<file path="config.mk">
export PLATFORM = sky130hd
export DESIGN_NAME = memory_stage
export DESIGN_NICKNAME = d
export VERILOG_FILES = /design/src/rtl/memory_stage_pkg.sv /design/src/rtl/memory_stage.sv
export SDC_FILE = /design/constraint.sdc
export NUM_CORES = 1
export LEC_CHECK = 0
export CAP_MARGIN = 15
export CELL_PAD_IN_SITES_DETAIL_PLACEMENT = 0
export CELL_PAD_IN_SITES_GLOBAL_PLACEMENT = 1
export CORE_UTILIZATION = 34
export DETAILED_ROUTE_END_ITERATION = 12
export GPL_ROUTABILITY_DRIVEN = 1
export PLACE_DENSITY_LB_ADDON = 0.08
export SYNTH_ARGS = -nofsm -noshare
export SYNTH_HDL_FRONTEND = slang
export SYNTH_SLANG_ARGS = --single-unit
</file>
<file path="constraint.sdc">
create_clock -name ms_clk -period 2.3 [get_ports ms_clk]
set_clock_uncertainty 0.2 [all_clocks]
set_input_delay 0.69 -clock ms_clk [delete_from_list [all_inputs] [get_ports ms_clk]]
set_output_delay 0.69 -clock ms_clk [all_outputs]
set_load 0.02 [all_outputs]
</file>
<file path="src/rtl/memory_stage_pkg.sv">
// Shared encodings for the memory-access pipeline stage: opcode/funct
// widths, the load/store opcodes it reacts to, and its FSM state codes.
package memory_stage_pkg;

    localparam int OPCODE_WIDTH = 6;
    localparam int FUNCT_WIDTH  = 6;

    localparam logic [OPCODE_WIDTH-1:0] LOAD  = 6'b100011;
    localparam logic [OPCODE_WIDTH-1:0] STORE = 6'b101011;

    localparam logic [0:0] MS_IDLE = 1'b0;
    localparam logic [0:0] MS_WAIT = 1'b1;

    // True for the two opcodes that need the data-memory port.
    function automatic logic is_mem_op(input logic [OPCODE_WIDTH-1:0] op);
        return (op == LOAD) || (op == STORE);
    endfunction

endpackage

</file>
<file path="src/rtl/memory_stage.sv">
// Memory-access pipeline stage: passes non-memory instructions straight to
// writeback, runs aligned word loads/stores over a req/ack port with a
// bounded wait, and stalls execute while a transfer is outstanding.
module memory_stage
    import memory_stage_pkg::*;
#(
    parameter int DWIDTH     = 32,
    parameter int PC_WIDTH   = 32,
    parameter int AWIDTH     = 32,
    parameter int REG_AWIDTH = 5,
    parameter int TIMEOUT    = 16
) (
    input  logic                    ms_clk,
    input  logic                    ms_rst,
    input  logic                    ms_i_ce,
    input  logic [OPCODE_WIDTH-1:0] ms_i_opcode,
    input  logic [FUNCT_WIDTH-1:0]  ms_i_funct,
    input  logic [DWIDTH-1:0]       ms_i_alu_value,
    input  logic [DWIDTH-1:0]       ms_i_store_data,
    input  logic [REG_AWIDTH-1:0]   ms_i_rd_addr,
    input  logic                    ms_i_regwrite,
    input  logic                    ms_i_change_pc,
    input  logic [PC_WIDTH-1:0]     ms_i_alu_pc,
    output logic                    ms_o_stall,
    output logic                    ms_o_mem_req,
    output logic                    ms_o_mem_we,
    output logic [AWIDTH-1:0]       ms_o_mem_addr,
    output logic [DWIDTH-1:0]       ms_o_mem_wdata,
    input  logic                    ms_i_mem_ack,
    input  logic [DWIDTH-1:0]       ms_i_mem_rdata,
    output logic                    ms_o_ce,
    output logic [OPCODE_WIDTH-1:0] ms_o_opcode,
    output logic [FUNCT_WIDTH-1:0]  ms_o_funct,
    output logic [REG_AWIDTH-1:0]   ms_o_rd_addr,
    output logic                    ms_o_regwrite,
    output logic                    ms_o_change_pc,
    output logic [PC_WIDTH-1:0]     ms_o_alu_pc,
    output logic [DWIDTH-1:0]       ms_o_wb_data,
    output logic                    ms_o_misaligned,
    output logic                    ms_o_bus_err
);

    localparam int TW = $clog2(TIMEOUT + 1);

    logic [0:0]              state;
    logic [TW-1:0]           timer;
    logic [OPCODE_WIDTH-1:0] cap_opcode;
    logic [FUNCT_WIDTH-1:0]  cap_funct;
    logic [REG_AWIDTH-1:0]   cap_rd_addr;
    logic                    cap_regwrite;
    logic                    cap_change_pc;
    logic [PC_WIDTH-1:0]     cap_alu_pc;
    logic [DWIDTH-1:0]       cap_alu_value;
    logic [DWIDTH-1:0]       cap_wdata;
    logic                    cap_we;

    logic mem_op;
    logic aligned;
    logic timed_out;

    assign mem_op    = is_mem_op(ms_i_opcode);
    assign aligned   = (ms_i_alu_value[1:0] == 2'b00);
    assign timed_out = (timer == TW'(TIMEOUT - 1));

    // Bus outputs come from the captured request and are only visible while waiting.
    assign ms_o_mem_req   = (state == MS_WAIT);
    assign ms_o_mem_we    = (state == MS_WAIT) && cap_we;
    assign ms_o_mem_addr  = (state == MS_WAIT) ? cap_alu_value[AWIDTH-1:0] : '0;
    assign ms_o_mem_wdata = (state == MS_WAIT) ? cap_wdata : '0;

    // Hold upstream while an aligned access is being launched or is still pending.
    always_comb begin
        ms_o_stall = 1'b0;
        case (state)
            MS_IDLE: ms_o_stall = ms_i_ce && mem_op && aligned;
            MS_WAIT: ms_o_stall = !ms_i_mem_ack && !timed_out;
            default: ms_o_stall = 1'b0;
        endcase
    end

    // FSM, capture registers and the writeback-facing result registers.
    always_ff @(posedge ms_clk) begin
        if (ms_rst) begin
            state           <= MS_IDLE;
            timer           <= '0;
            cap_opcode      <= '0;
            cap_funct       <= '0;
            cap_rd_addr     <= '0;
            cap_regwrite    <= 1'b0;
            cap_change_pc   <= 1'b0;
            cap_alu_pc      <= '0;
            cap_alu_value   <= '0;
            cap_wdata       <= '0;
            cap_we          <= 1'b0;
            ms_o_ce         <= 1'b0;
            ms_o_opcode     <= '0;
            ms_o_funct      <= '0;
            ms_o_rd_addr    <= '0;
            ms_o_regwrite   <= 1'b0;
            ms_o_change_pc  <= 1'b0;
            ms_o_alu_pc     <= '0;
            ms_o_wb_data    <= '0;
            ms_o_misaligned <= 1'b0;
            ms_o_bus_err    <= 1'b0;
        end else begin
            ms_o_ce         <= 1'b0;
            ms_o_opcode     <= '0;
            ms_o_funct      <= '0;
            ms_o_rd_addr    <= '0;
            ms_o_regwrite   <= 1'b0;
            ms_o_change_pc  <= 1'b0;
            ms_o_alu_pc     <= '0;
            ms_o_wb_data    <= '0;
            ms_o_misaligned <= 1'b0;
            ms_o_bus_err    <= 1'b0;
            case (state)
                MS_IDLE: begin
                    if (ms_i_ce) begin
                        if (mem_op && aligned) begin
                            cap_opcode    <= ms_i_opcode;
                            cap_funct     <= ms_i_funct;
                            cap_rd_addr   <= ms_i_rd_addr;
                            cap_regwrite  <= ms_i_regwrite;
                            cap_change_pc <= ms_i_change_pc;
                            cap_alu_pc    <= ms_i_alu_pc;
                            cap_alu_value <= ms_i_alu_value;
                            cap_wdata     <= ms_i_store_data;
                            cap_we        <= (ms_i_opcode == STORE);
                            timer         <= '0;
                            state         <= MS_WAIT;
                        end else begin
                            ms_o_ce         <= 1'b1;
                            ms_o_opcode     <= ms_i_opcode;
                            ms_o_funct      <= ms_i_funct;
                            ms_o_rd_addr    <= ms_i_rd_addr;
                            ms_o_regwrite   <= ms_i_regwrite && !mem_op;
                            ms_o_change_pc  <= ms_i_change_pc;
                            ms_o_alu_pc     <= ms_i_alu_pc;
                            ms_o_wb_data    <= ms_i_alu_value;
                            ms_o_misaligned <= mem_op;
                        end
                    end
                end
                MS_WAIT: begin
                    if (ms_i_mem_ack || timed_out) begin
                        ms_o_ce        <= 1'b1;
                        ms_o_opcode    <= cap_opcode;
                        ms_o_funct     <= cap_funct;
                        ms_o_rd_addr   <= cap_rd_addr;
                        ms_o_change_pc <= cap_change_pc;
                        ms_o_alu_pc    <= cap_alu_pc;
                        ms_o_regwrite  <= ms_i_mem_ack && cap_regwrite && !cap_we;
                        ms_o_bus_err   <= !ms_i_mem_ack;
                        ms_o_wb_data   <= (ms_i_mem_ack && !cap_we) ? ms_i_mem_rdata
                                                                    : cap_alu_value;
                        timer          <= '0;
                        state          <= MS_IDLE;
                    end else begin
                        timer <= timer + 1'b1;
                    end
                end
                default: state <= MS_IDLE;
            endcase
        end
    end

endmodule
</file>
; ---- After elaboration in Yosys (flattened, before gate mapping)
; Index checks and enable logic that the tools add are counted.
[totals]
register_bits = 208
inputBits = 151
word_cells = 94
[classes]
add_sub_neg = 1
eq_ne = 5
n_mux = 44
bitwise = 3
n_reduce_logical = 20
[op_table]
columns = op, count
row1 = $mux 32, 9
row2 = $pmux 32 s2, 2
row3 = $mux 6, 6
row4 = $mux 5, 6
row5 = $pmux 6 s2, 2
row6 = $pmux 5 s2, 2
row7 = $eq 6x6->1 const B, 2
row8 = $mux 1, 12
row9 = $pmux 1 s2, 5
row10 = $logic_and 1x1->1, 9
row11 = $add 5x1->5 const B, 1
row12 = $eq 5x4->1 const B, 1
row13 = $logic_not 1->1, 4
row14 = $ne 2x2->1 const B, 2
row15 = $reduce_or 4->1, 1
row16 = $not 1->1, 3
row17 = $reduce_and 3->1, 1
row18 = $reduce_or 3->1, 1
row19 = $logic_not 2->1, 1
row20 = $logic_or 1x1->1, 2
row21 = $reduce_and 2->1, 1

; ---- Depth between registers and ports, before layout
[logic_depth]
depth_word = 7
mapped_depth = 8

; ---- Worst setup path after synthesis
; OpenSTA, ideal clock, no wires.
[synth_path]
path_kind = input to output
start = in ms_i_alu_value[0]
end = out ms_o_stall
t_arrival_ps = 1585
required_time_ps = 1410
setup_slack_ps = -175
stages = 3
n_path_buf = 0
cell_sequence = nor4_4 > a31oi_1 > a21oi_1
[synth_between]
elab_chain_cells = 3
[synth_rtl]
columns = item, line_no
row1 = start: declaration, memory_stage.sv:18  ; input logic [DWIDTH-1:0] ms_i_alu_value,
row2 = $logic_not 2->1, memory_stage.sv:62  ; assign aligned = (ms_i_alu_value[1:0] == 2'b00);
row3 = $logic_and 1x1->1, memory_stage.sv:75  ; MS_IDLE: ms_o_stall = ms_i_ce && mem_op && aligned;
row4 = $pmux 1 s2, memory_stage.sv:74  ; case (state)
row5 = end: declaration, memory_stage.sv:24  ; output logic ms_o_stall,
; Every way passes these cells.

; ---- Final worst setup path
[layout_path]
start = reg timer[0]
end = out ms_o_stall
[layout_between]
elab_chain_cells = 4
[layout_rtl]
columns = item, line_no
row1 = start: declaration, memory_stage.sv:46  ; logic [TW-1:0] timer;
row2 = start signal: assignment, memory_stage.sv:159  ; timer <= timer + 1'b1;
row3 = $eq 5x4->1, memory_stage.sv:63  ; assign timed_out = (timer == TW'(TIMEOUT - 1));
row4 = $logic_not 1->1, memory_stage.sv:76  ; MS_WAIT: ms_o_stall = !ms_i_mem_ack && !timed_out;
row5 = $logic_and 1x1->1, memory_stage.sv:76
row6 = $pmux 1 s2, memory_stage.sv:74
; Every way passes these cells.

==> run metrics <==
status finished with violations; failing checks negative setup slack; Starting Density 34.56%; syn_nets 1044; final setup vio count 53; Sink Count 208; drt initial violations 517; count leader, synth dfxtp_1; fillers 2263; worst setup margin -414.5 ps; CP arrival 1820 ps; crit end category primary output; Slew Limit Fails 0; Root Buffer clkbuf_16; Synth area leader dfxtp_1; yosys warns 0; FF-to-FF Start ms_o_mem_req; initial antenna violation count 3; clock-pin slew of the registers on the worst-case setup and hold paths 60 ps; Overall Global Routing Usage 22.87%; Sequential Area 4172 µm²; RSZ-0062 raised after global routing yes; startpoint types register; area of the multi-input gates 4293 µm²; EDFF count, synth 0; Min Clock Period, post-route 2715 ps; fin crit share 118.0%; Synth top area share 48.13%; Syn Area/Cell 9.710 µm²; Worst EP required 1410 ps; port buffer count 303; Hold Path Origin cap_wdata[27]; Slew HR 65.68%; core area 25040 µm²; Die X-Extent 161.5 µm; total CTS buffers 25; number of routed nets with antenna violations 0; leakage power 5.562 nW; htree depth 1; R2R Setup Slk 50 ps; largest net degree at the start of global routing 71; clk buf depth 3; Residual DRC 0; IO Pins 304; Die Y 161.5 µm; hold crit path type reg2reg; final setup TNS -4917 ps; crit path from timer[0]; Vias 8444; worst hold slack 265.4 ps; Worst Max-Slew Pin Slew 514.8 ps; vias in the first global route 8220; post-layout util 56.78%; worst skew pair latency 520 ps; fraction of registers with async set/reset 0%; Area growth syn-to-layout 64.30%; row cnt 58; sequential element share of the synthesized area 48.13%; CTS tree done; Max IR drop VDD 0.0004465 V; routability cong. 0.7283; Mapped Cells 891; Max Cap Viol 0; Power Dens Cells 640.3 nW/µm²; ys flop type dfxtp_1; routed wire length 32100 µm; routed wire length per instance 20.69 µm; FMAX 368.4 MHz; Setup CP Type reg2out; register bit total from synthesis 208; Distinct cells, synth 42; Final nets 1356; Hold Vio Cnt, Final 0; drt pass-1 iters 5; overall die area 26090 µm²; commonest cells in the netlist 208 x dfxtp_1, 113 x a21oi_1, 108 x nand4_1; Avg Vias per Cell 5.444; total grt overflow 0; first-pass GRT wire length 47640 µm; Post-DP HPWL 18850 µm; layout cells sized above 1 26.83%; Area contributors post-synth dfxtp_1 48%, nand4_1 7.8%, o31ai_1 7.6%; mapped cell area 8652 µm²; Max FO, Critical Path 2
-- flip-flops by register name, summed over array words and instances, names as in the netlist, 5 cells and up --
register	flops
cap_alu_pc	32
cap_alu_value	32
cap_wdata	32
ms_o_alu_pc	32
ms_o_wb_data	32
cap_funct	6
cap_opcode	6
ms_o_funct	6
ms_o_opcode	6
cap_rd_addr	5
ms_o_rd_addr	5
timer	5
-- cell families (layout without fill, tap and decap cells) --
group / after synthesis / count (layout) / share of synthesized area (%)
simple gates: 212 / 212 / 15.50
other cells: 0 / 2 / 0
flops: 208 / 208 / 48.13
compound gates: 318 / 318 / 26.61
buf+inv: 120 / 448 / 5.871
fa+ha+maj: 2 / 2 / 0.2892
mux: 31 / 31 / 3.601
-- where the power goes --
group	internal [mW]	switching (mW)	total (mW)
clock network	2.87	1.58	4.44
logic	0.475	0.499	0.974
registers	3.67	0.0169	3.68
total	7.01	2.09	9.10
-- area by class of cell --
class,instances,share of cell area (%)
inverters,2,0.05281
flip-flops and latches,208,29.35
repair buffers,403,30.94
diodes,2,0.03521
clock inverters,13,1.778
multi-input cells,563,30.20
well taps,330,2.905
clock buffers,30,4.744
-- cells in the final DEF, fill, tap and decap left out, drive strengths merged, types with 5 or more instances in the layout --
cell type      netlist  layout
dfxtp              208     208
buf                 39     161
clkdlybuf4s50        0     145
a21oi              113     113
nand4              108     108
o31ai              108     108
dlygate4sd2          0      89
and2                65      65
a22o                49      49
clkbuf              79      36
mux2i               30      30
o2bb2ai             30      30
bufinv               0       7
nor3b                6       6
nor2                 5       5
-- routing by layer --
metal	vias to the layer above	routed length, µm	part of all wire [%]	GRT usage, %
met3	37	2259	7.0	5.470
met1	4074	14180	44	30.86
met4	0	520	1.6	5.532
met5	-	0	0	0
li1	4042	-	-	-
met2	291	15140	47	36.62
-- path summary, 6_finish.rpt --
| kind | endpoint | depth (start not counted) |
|---|---|---|
| worst max-delay path | ms_o_stall | 6 |
| worst min-delay path | cap_wdata[27] | 2 |
| worst min register to register | cap_wdata[27] | 2 |
| worst max register to register | ms_o_rd_addr[1] | 10 |
-- stage by stage --
step,total power [mW],worst slack (ps),cells,instance area [µm²]
6_report,9.102,-414.5,1551,14210
5_1_grt,9.405,-484.8,1551,14210
4_1_cts,9.158,-426.2,1538,13850
3_5_place_dp,4.740,-534.3,1475,12560
3_3_place_gp,4.747,-528.8,1475,12560
2_1_floorplan,4.125,-63.31,891,8662
-- repair_timing --
action	4_1_cts	5_1_grt
gates resized for setup	520	64
setup buffers	16	9
pin swaps	29	9
gates cloned	6	7
setup endpoints to repair	153	89
hold buffers	0	0
-- worst max-delay path: stages, from the launching register on --
cell	delay, ps
dfxtp_2	330
ha_4	160
and3_4	150
ha_4	160
or2_4	230
a21oi_2	140
buf_6	140
Note: power is estimated with default switching activity, not from simulation.
